==> config.mk <==
export PLATFORM = sky130hd
export DESIGN_NAME = vga_bpm_bar_overlay
export DESIGN_NICKNAME = d
export VERILOG_FILES = /design/src/rtl/vga_stream_pkg.sv /design/src/rtl/vga_st_skid.sv /design/src/rtl/vga_bpm_bar_overlay.sv
export SDC_FILE = /design/constraint.sdc
export NUM_CORES = 1
export LEC_CHECK = 0
export ABC_CLOCK_PERIOD_IN_PS = 4900
export CAP_MARGIN = 20
export CELL_PAD_IN_SITES_DETAIL_PLACEMENT = 0
export CELL_PAD_IN_SITES_GLOBAL_PLACEMENT = 1
export CORE_MARGIN = 5
export CORE_UTILIZATION = 38
export DETAILED_ROUTE_END_ITERATION = 12
export PLACE_DENSITY = 0.85
export REMOVE_ABC_BUFFERS = 1
export SYNTH_ARGS = -nofsm -noshare
export SYNTH_HDL_FRONTEND = slang
export SYNTH_SLANG_ARGS = --single-unit
==> constraint.sdc <==
create_clock -name clk -period 4.9 [get_ports clk]
set_input_delay 0.735 -clock clk [delete_from_list [all_inputs] [get_ports clk]]
set_output_delay 0.735 -clock clk [all_outputs]
set_load 0.1 [all_outputs]
==> src/rtl/vga_stream_pkg.sv <==
// Shared types and constants for 640x480 30-bit RGB Avalon-ST pixel streams.
// Pixels are packed {R[29:20], G[19:10], B[9:0]}, 10 bits per channel.
package vga_stream_pkg;

    localparam int VGA_WIDTH  = 640;
    localparam int VGA_HEIGHT = 480;

    localparam logic [29:0] RGB10_RED   = 30'h3FF00000;
    localparam logic [29:0] RGB10_GREEN = 30'h000FFC00;

    typedef struct packed {
        logic [29:0] data;
        logic        sop;
        logic        eop;
    } pixel_beat_t;

    // Per-channel (a>>1)+(b>>1); each half is at most 511, so the sum never overflows 10 bits.
    function automatic logic [29:0] rgb10_blend50(input logic [29:0] a, input logic [29:0] b);
        logic [29:0] r;
        r = '0;
        for (int c = 0; c < 3; c++) begin
            r[c*10 +: 10] = {1'b0, a[c*10+1 +: 9]} + {1'b0, b[c*10+1 +: 9]};
        end
        return r;
    endfunction

endpackage

==> src/rtl/vga_st_skid.sv <==
// Generic two-register Avalon-ST skid buffer for pixel_beat_t.
// Main output register plus one skid register; o_ready depends only on
// skid occupancy, so the upstream ready path is fully registered.
module vga_st_skid
    import vga_stream_pkg::*;
(
    input  logic        i_clk,
    input  logic        i_rst,
    input  pixel_beat_t i_beat,
    input  logic        i_valid,
    output logic        o_ready,
    output pixel_beat_t o_beat,
    output logic        o_valid,
    input  logic        i_ready
);

    logic        r_out_valid;
    pixel_beat_t r_out_beat;
    logic        r_skid_valid;
    pixel_beat_t r_skid_beat;

    logic w_in_fire;
    logic w_out_free;

    // Ready is held low during reset so nothing is accepted into a clearing pipe.
    assign o_ready    = ~r_skid_valid & ~i_rst;
    assign w_in_fire  = i_valid & o_ready;
    assign w_out_free = ~r_out_valid | i_ready;

    // Refill the output register from the skid first, otherwise from the input;
    // park the input in the skid when the output is stalled.
    always_ff @(posedge i_clk or posedge i_rst) begin
        if (i_rst) begin
            r_out_valid  <= 1'b0;
            r_out_beat   <= '0;
            r_skid_valid <= 1'b0;
            r_skid_beat  <= '0;
        end else if (w_out_free) begin
            if (r_skid_valid) begin
                r_out_beat   <= r_skid_beat;
                r_out_valid  <= 1'b1;
                r_skid_valid <= 1'b0;
            end else begin
                r_out_valid <= w_in_fire;
                if (w_in_fire) begin
                    r_out_beat <= i_beat;
                end
            end
        end else if (w_in_fire) begin
            r_skid_beat  <= i_beat;
            r_skid_valid <= 1'b1;
        end
    end

    assign o_beat  = r_out_beat;
    assign o_valid = r_out_valid;

endmodule

==> src/rtl/vga_bpm_bar_overlay.sv <==
// BPM bar-graph overlay stage for the VGA pixel stream.
// Tracks raster position from sop/eop, latches BPM and enable at each sop,
// paints a horizontal bar (green <= threshold, red above) and flags framing errors.
// Build option: define VGA_BPM_BAR_BLEND_EN to blend the bar 50% with the
// underlying pixel instead of drawing it opaque.
module vga_bpm_bar_overlay
    import vga_stream_pkg::*;
#(
    parameter int WIDTH       = VGA_WIDTH,
    parameter int HEIGHT      = VGA_HEIGHT,
    parameter int BAR_X0      = 20,
    parameter int BAR_Y0      = 8,
    parameter int BAR_H       = 16,
    parameter int PX_PER_BPM  = 3,
    parameter int BAR_MAX_BPM = 200,
    parameter int THRESH_BPM  = 120
) (
    input  logic        clk,
    input  logic        reset,
    input  logic [15:0] final_bpm_estimate,
    input  logic        overlay_en,
    input  logic [29:0] in_data,
    input  logic        in_startofpacket,
    input  logic        in_endofpacket,
    input  logic        in_valid,
    output logic        in_ready,
    output logic [29:0] out_data,
    output logic        out_startofpacket,
    output logic        out_endofpacket,
    output logic        out_valid,
    input  logic        out_ready,
    output logic        sync_err
);

    localparam int XW = $clog2(WIDTH);
    localparam int YW = $clog2(HEIGHT);

    localparam logic [XW-1:0] X_LAST  = XW'(WIDTH - 1);
    localparam logic [YW-1:0] Y_LAST  = YW'(HEIGHT - 1);
    localparam logic [XW-1:0] X_ONE   = XW'(1);
    localparam logic [YW-1:0] Y_ONE   = YW'(1);
    localparam logic [YW-1:0] BAR_YS  = YW'(BAR_Y0);
    localparam logic [YW-1:0] BAR_YE  = YW'(BAR_Y0 + BAR_H);
    localparam logic [15:0]   BAR_XS  = 16'(BAR_X0);
    localparam logic [15:0]   BPM_MAX = 16'(BAR_MAX_BPM);
    localparam logic [15:0]   BPM_THR = 16'(THRESH_BPM);
    localparam logic [15:0]   PX_MUL  = 16'(PX_PER_BPM);

    logic [XW-1:0] r_x;
    logic [YW-1:0] r_y;
    logic [15:0]   r_bpm_frame;
    logic          r_en_frame;
    logic          r_sync_err;

    logic          w_in_fire;
    logic [XW-1:0] w_px;
    logic [YW-1:0] w_py;
    logic [15:0]   w_bpm;
    logic          w_en;
    logic          w_at_origin;
    logic          w_at_last;
    logic          w_frame_err;
    logic [15:0]   w_bpm_clamp;
    logic [15:0]   w_len;
    logic [15:0]   w_x_end;
    logic          w_hit;
    logic [29:0]   w_bar_colour;
    logic [29:0]   w_pix;

    pixel_beat_t   w_in_beat;
    pixel_beat_t   w_out_beat;

    assign w_in_fire = in_valid & in_ready;

    // An sop beat is always (0,0) and uses the BPM/enable being latched on it.
    assign w_px  = in_startofpacket ? '0 : r_x;
    assign w_py  = in_startofpacket ? '0 : r_y;
    assign w_bpm = in_startofpacket ? final_bpm_estimate : r_bpm_frame;
    assign w_en  = in_startofpacket ? overlay_en : r_en_frame;

    assign w_at_origin = (r_x == '0) && (r_y == '0);
    assign w_at_last   = (w_px == X_LAST) && (w_py == Y_LAST);
    assign w_frame_err = (in_startofpacket & ~w_at_origin)
                       | (in_endofpacket & ~w_at_last)
                       | (w_at_last & ~in_endofpacket);

    assign w_bpm_clamp = (w_bpm > BPM_MAX) ? BPM_MAX : w_bpm;
    assign w_len       = w_bpm_clamp * PX_MUL;
    assign w_x_end     = BAR_XS + w_len;
    assign w_hit       = w_en
                       && (w_py >= BAR_YS) && (w_py < BAR_YE)
                       && (16'(w_px) >= BAR_XS) && (16'(w_px) < w_x_end);

    // Select the bar colour and substitute it for pixels that fall inside the bar.
    always_comb begin
        w_bar_colour = (w_bpm > BPM_THR) ? RGB10_RED : RGB10_GREEN;
        w_pix        = in_data;
        if (w_hit) begin
`ifdef VGA_BPM_BAR_BLEND_EN
            w_pix = rgb10_blend50(w_bar_colour, in_data);
`else
            w_pix = w_bar_colour;
`endif
        end
    end

    // Raster tracking, per-frame latches and the sticky framing-error flag.
    // Counters resynchronise to (0,0) after eop or the last pixel either way.
    always_ff @(posedge clk or posedge reset) begin
        if (reset) begin
            r_x         <= '0;
            r_y         <= '0;
            r_bpm_frame <= '0;
            r_en_frame  <= 1'b0;
            r_sync_err  <= 1'b0;
        end else if (w_in_fire) begin
            if (in_startofpacket) begin
                r_bpm_frame <= final_bpm_estimate;
                r_en_frame  <= overlay_en;
            end
            if (w_frame_err) begin
                r_sync_err <= 1'b1;
            end
            if (in_endofpacket || w_at_last) begin
                r_x <= '0;
                r_y <= '0;
            end else if (w_px == X_LAST) begin
                r_x <= '0;
                r_y <= w_py + Y_ONE;
            end else begin
                r_x <= w_px + X_ONE;
                r_y <= w_py;
            end
        end
    end

    assign w_in_beat.data = w_pix;
    assign w_in_beat.sop  = in_startofpacket;
    assign w_in_beat.eop  = in_endofpacket;

    vga_st_skid u_skid (
        .i_clk   (clk),
        .i_rst   (reset),
        .i_beat  (w_in_beat),
        .i_valid (in_valid),
        .o_ready (in_ready),
        .o_beat  (w_out_beat),
        .o_valid (out_valid),
        .i_ready (out_ready)
    );

    assign out_data          = w_out_beat.data;
    assign out_startofpacket = w_out_beat.sop;
    assign out_endofpacket   = w_out_beat.eop;
    assign sync_err          = r_sync_err;

endmodule

==> results.yml, run 1 <==
logic_synthesis:
  ys.flop_type: "dfrtp_1"
  synthCells: 666
  ys_seq_area_share_pct: 42.4
  ys_warn_count: 0
  synth_edf_count: 0
  avgSynthCellArea_sq_um: 9.13
  async_reset_ff_share_pct: 100
  synth_cell_type_count: 68
  ys_ff_latch: 103
  syn-cell-area_sq_mm: 0.00608
route:
  drt-total-wl_um: 17300
  wl_per_cell_um: 16.4
  vias_per_cell: 5.37
  drt_pre_antenna_iters: 5
  drtIter0Drc: 328
  vias: 5652
  final_antenna_net_count: 0
  drc_errors: 0
grt:
  antenna_found_initial: 0
  grt_max_degree: 85
  overflow: 0
  grt_pass1_wl_um: 28100
  grt_usage_pct: 18.6
  grt_pass1_vias: 5868
hold_path:
  worstHoldStart: "sync_err"
  hold_path.class: "flop to flop"
  whs_path_depth: 1
  hold_end: "sync_err"
placed_design:
  dpl_worst_slack_ns: -0.878
  dp_hpwl_um: 11400
  gp_congestion: 0.816
  portBuffers: 87
outcome:
  outcome: "completed"
timing:
  setup_violations: 0
  relSlewSlack_pct: 31.3
  min_period_ns: 4.81
  tightest_slew_ns: 1.03
  hold-worst-slack_ns: 0.468
  fin_skew_ns: 0.00581
  fmaxAchievable_ghz: 0.208
  fin_crit_sh_pct: 98.1
  final_max_slew_viol_count: 0
  hold_viol_final: 0
  fin_ws_ns: 0.0946
finish:
  area_delta_synth_final_pct: 39.7
  final_util_pct: 53.9
  drive_gt1_share_pct: 22.7
  final_common_cell: "dfrtp_1"
  n_fill_cell: 1392
  n_antenna_cell: 0
  final_cell_mix: "dfrtp_1, nand2_1, buf_4"
  nNetsFinal: 923
worst_setup_path:
  reg2reg_to: "u_skid.o_beat[20]"
  cp_slowest_stage_delay_ns: 0.28
  required_ns: 5.17
  slowest_stage: "a21oi_4"
  path_max_fanout: 5
  setup.worst_path.start_class: "input pin"
  cp-end-kind: "flop"
  r2r_slack_ns: 0.18
  crit_type: "input pin to flop"
  r2r_start: "r_bpm_frame[0]"
  crit_arrival_ns: 5.08
  ff2ff_path_depth: 31
  cp_common_cell: "buf_4"
power_and_ir_drop:
  power_frac_comb_pct: 38.0
  ir_drop_v: 0.000222
  power.switching_uw: 1280
  p_int_uw: 1930
  p_sw_share_pct: 39.9
  p_leak_uw: 0.00382
  seqPwrFrac_pct: 35.6
  clock_power_share_pct: 26.4
  power.density_mw_per_mm2: 378
job:
  cap_violations: 0
clock_tree:
  cts_hold_buffers: 0
  root_buffer: "clkbuf_16"
  clk_latency_ns: 0.35
  cts_made_buffers: 9
  clk_pin_slew_ns: 0.07
  clockBufferDepth: 2
  cts_tree: "yes"
  clock_sinks: 103
  htreeDepth: 3
floorplan:
  rows: 46
  die_w_um: 137
  start_util_pct: 38.6
  core_sq_mm: 0.0158
  die-area_sq_mm: 0.0186
  die_h_um: 137
  io_pins: 88
==> stage by stage <==
stage	power (uW)	std cells	TNS (ns)	area (sq um)
after floorplan	1940	648	-11.35	6000
after global placement	2240	1000	-44.76	7540
after detailed placement	2270	1000	-48.30	7540
after CTS	3190	1049	0	8290
after global routing	3350	1052	-0.0936	8500
final	3210	1052	0	8500
==> worst max path at each step <==
| stage | startpoint | endpoint | slack (ns) |
|---|---|---|---|
| global route | final_bpm_estimate[11] | u_skid.o_beat[23] | -0.02 |
| finish | final_bpm_estimate[2] | u_skid.o_beat[20] | 0.09 |
| CTS | final_bpm_estimate[4] | u_skid.o_beat[23] | 0.006 |
| detailed placement | final_bpm_estimate[0] | u_skid.o_beat[25] | -0.88 |
| global placement | final_bpm_estimate[0] | u_skid.o_beat[18] | -0.81 |
| floorplan | final_bpm_estimate[8] | u_skid.o_beat[18] | -0.33 |
==> synthesized netlist by cell type, types with 3 or more instances <==
cell,n,area share (%)
nor3_1,12,0.99
o21ai_0,62,5.1
nand2b_1,9,0.93
nand4_1,6,0.62
mux2_2,17,3.1
nor2b_1,15,1.5
buf_2,3,0.25
nor2_1,63,3.9
xnor2_1,3,0.43
a221oi_1,11,1.6
or2_2,3,0.31
nand2_1,83,5.1
mux2i_1,9,1.5
inv_1,19,1.2
nor3b_1,4,0.49
dfrtp_1,103,42
a21o_1,7,0.86
o21ai_1,13,1.1
a21oi_1,42,3.5
nor4_1,6,0.62
xor2_1,9,1.3
o31ai_1,4,0.49
nor3_2,3,0.49
and3_1,13,1.3
or3_1,3,0.31
ha_1,38,7.8
nand3_1,16,1.3
o21a_1,6,0.74
clkbuf_1,24,1.5
nand3b_1,11,1.4
==> layer usage <==
layer	global-route usage [%]	share of wire, %	vias to the layer above
met1	22.7	42	2770
met5	0	0	-
li1	-	-	2700
met3	3.93	4.9	29
met2	32.6	51	153
met4	6.27	1.8	0
==> power by group through the flow <==
stage	logic, uW	clock network [uW]	registers, uW
2_1_floorplan	306	0	1640
3_5_place_dp	1120	0	1150
5_1_grt	1290	900	1160
4_1_cts	1180	867	1140
3_3_place_gp	1100	0	1140
6_report	1220	848	1140
==> logic make-up after synthesis <==
| group | synth area share, % |
|---|---|
| AOI/OAI and AO/OA | 18.9 |
| xor gates and xnor gates | 1.73 |
| adders and majority gates | 8.14 |
| buffers and inverters | 3.21 |
| DFF | 42.4 |
| muxes | 4.63 |
| other | 0.0616 |
| and+or+nand+nor | 21.0 |
==> critical path, delay by kind of cell <==
kind / cells / cell delay (ns)
buf+inv: 27 / 3.39
compound gates: 4 / 0.80
simple gates: 1 / 0.14
==> what timing repair did <==
item	in CTS	in global routing
gates resized for setup	48	61
cloned	3	2
pin swaps	35	10
endpoints found under the hold margin	0	0
endpoints found under the setup margin	60	60
setup buffers	30	1
==> area by class of cell <==
type / instances / area [sq um] / area share [%]
repair buffers: 171 / 1560 / 18.4
well taps: 216 / 270 / 3.18
clock inverters: 6 / 115 / 1.35
flip-flops and latches: 103 / 2580 / 30.3
clock buffers: 10 / 239 / 2.81
multi-input cells: 527 / 3660 / 43.1
inverters: 19 / 73.8 / 0.869
==> registers in the layout, indices dropped and copies added, names as in the netlist <==
| name | cells |
|---|---|
| sync_err | 1 |
| r_x | 10 |
| u_skid.o_valid | 1 |
| r_en_frame | 1 |
| u_skid.o_beat | 32 |
| u_skid.r_skid_beat | 32 |
| u_skid.r_skid_valid | 1 |
| r_bpm_frame | 16 |
| r_y | 9 |
(Power assumes the default switching activity.)
==> run 2: changes to the inputs <==
--- a/config.mk
+++ b/config.mk
@@ -12,6 +12,7 @@
 export CORE_MARGIN = 5
 export CORE_UTILIZATION = 38
 export DETAILED_ROUTE_END_ITERATION = 12
+export GPL_ROUTABILITY_DRIVEN = 0
 export PLACE_DENSITY = 0.85
 export REMOVE_ABC_BUFFERS = 1
 export SYNTH_ARGS = -nofsm -noshare
==> results of run 2 <==
Final layout, timing and power as in run 1 (identical DEF).
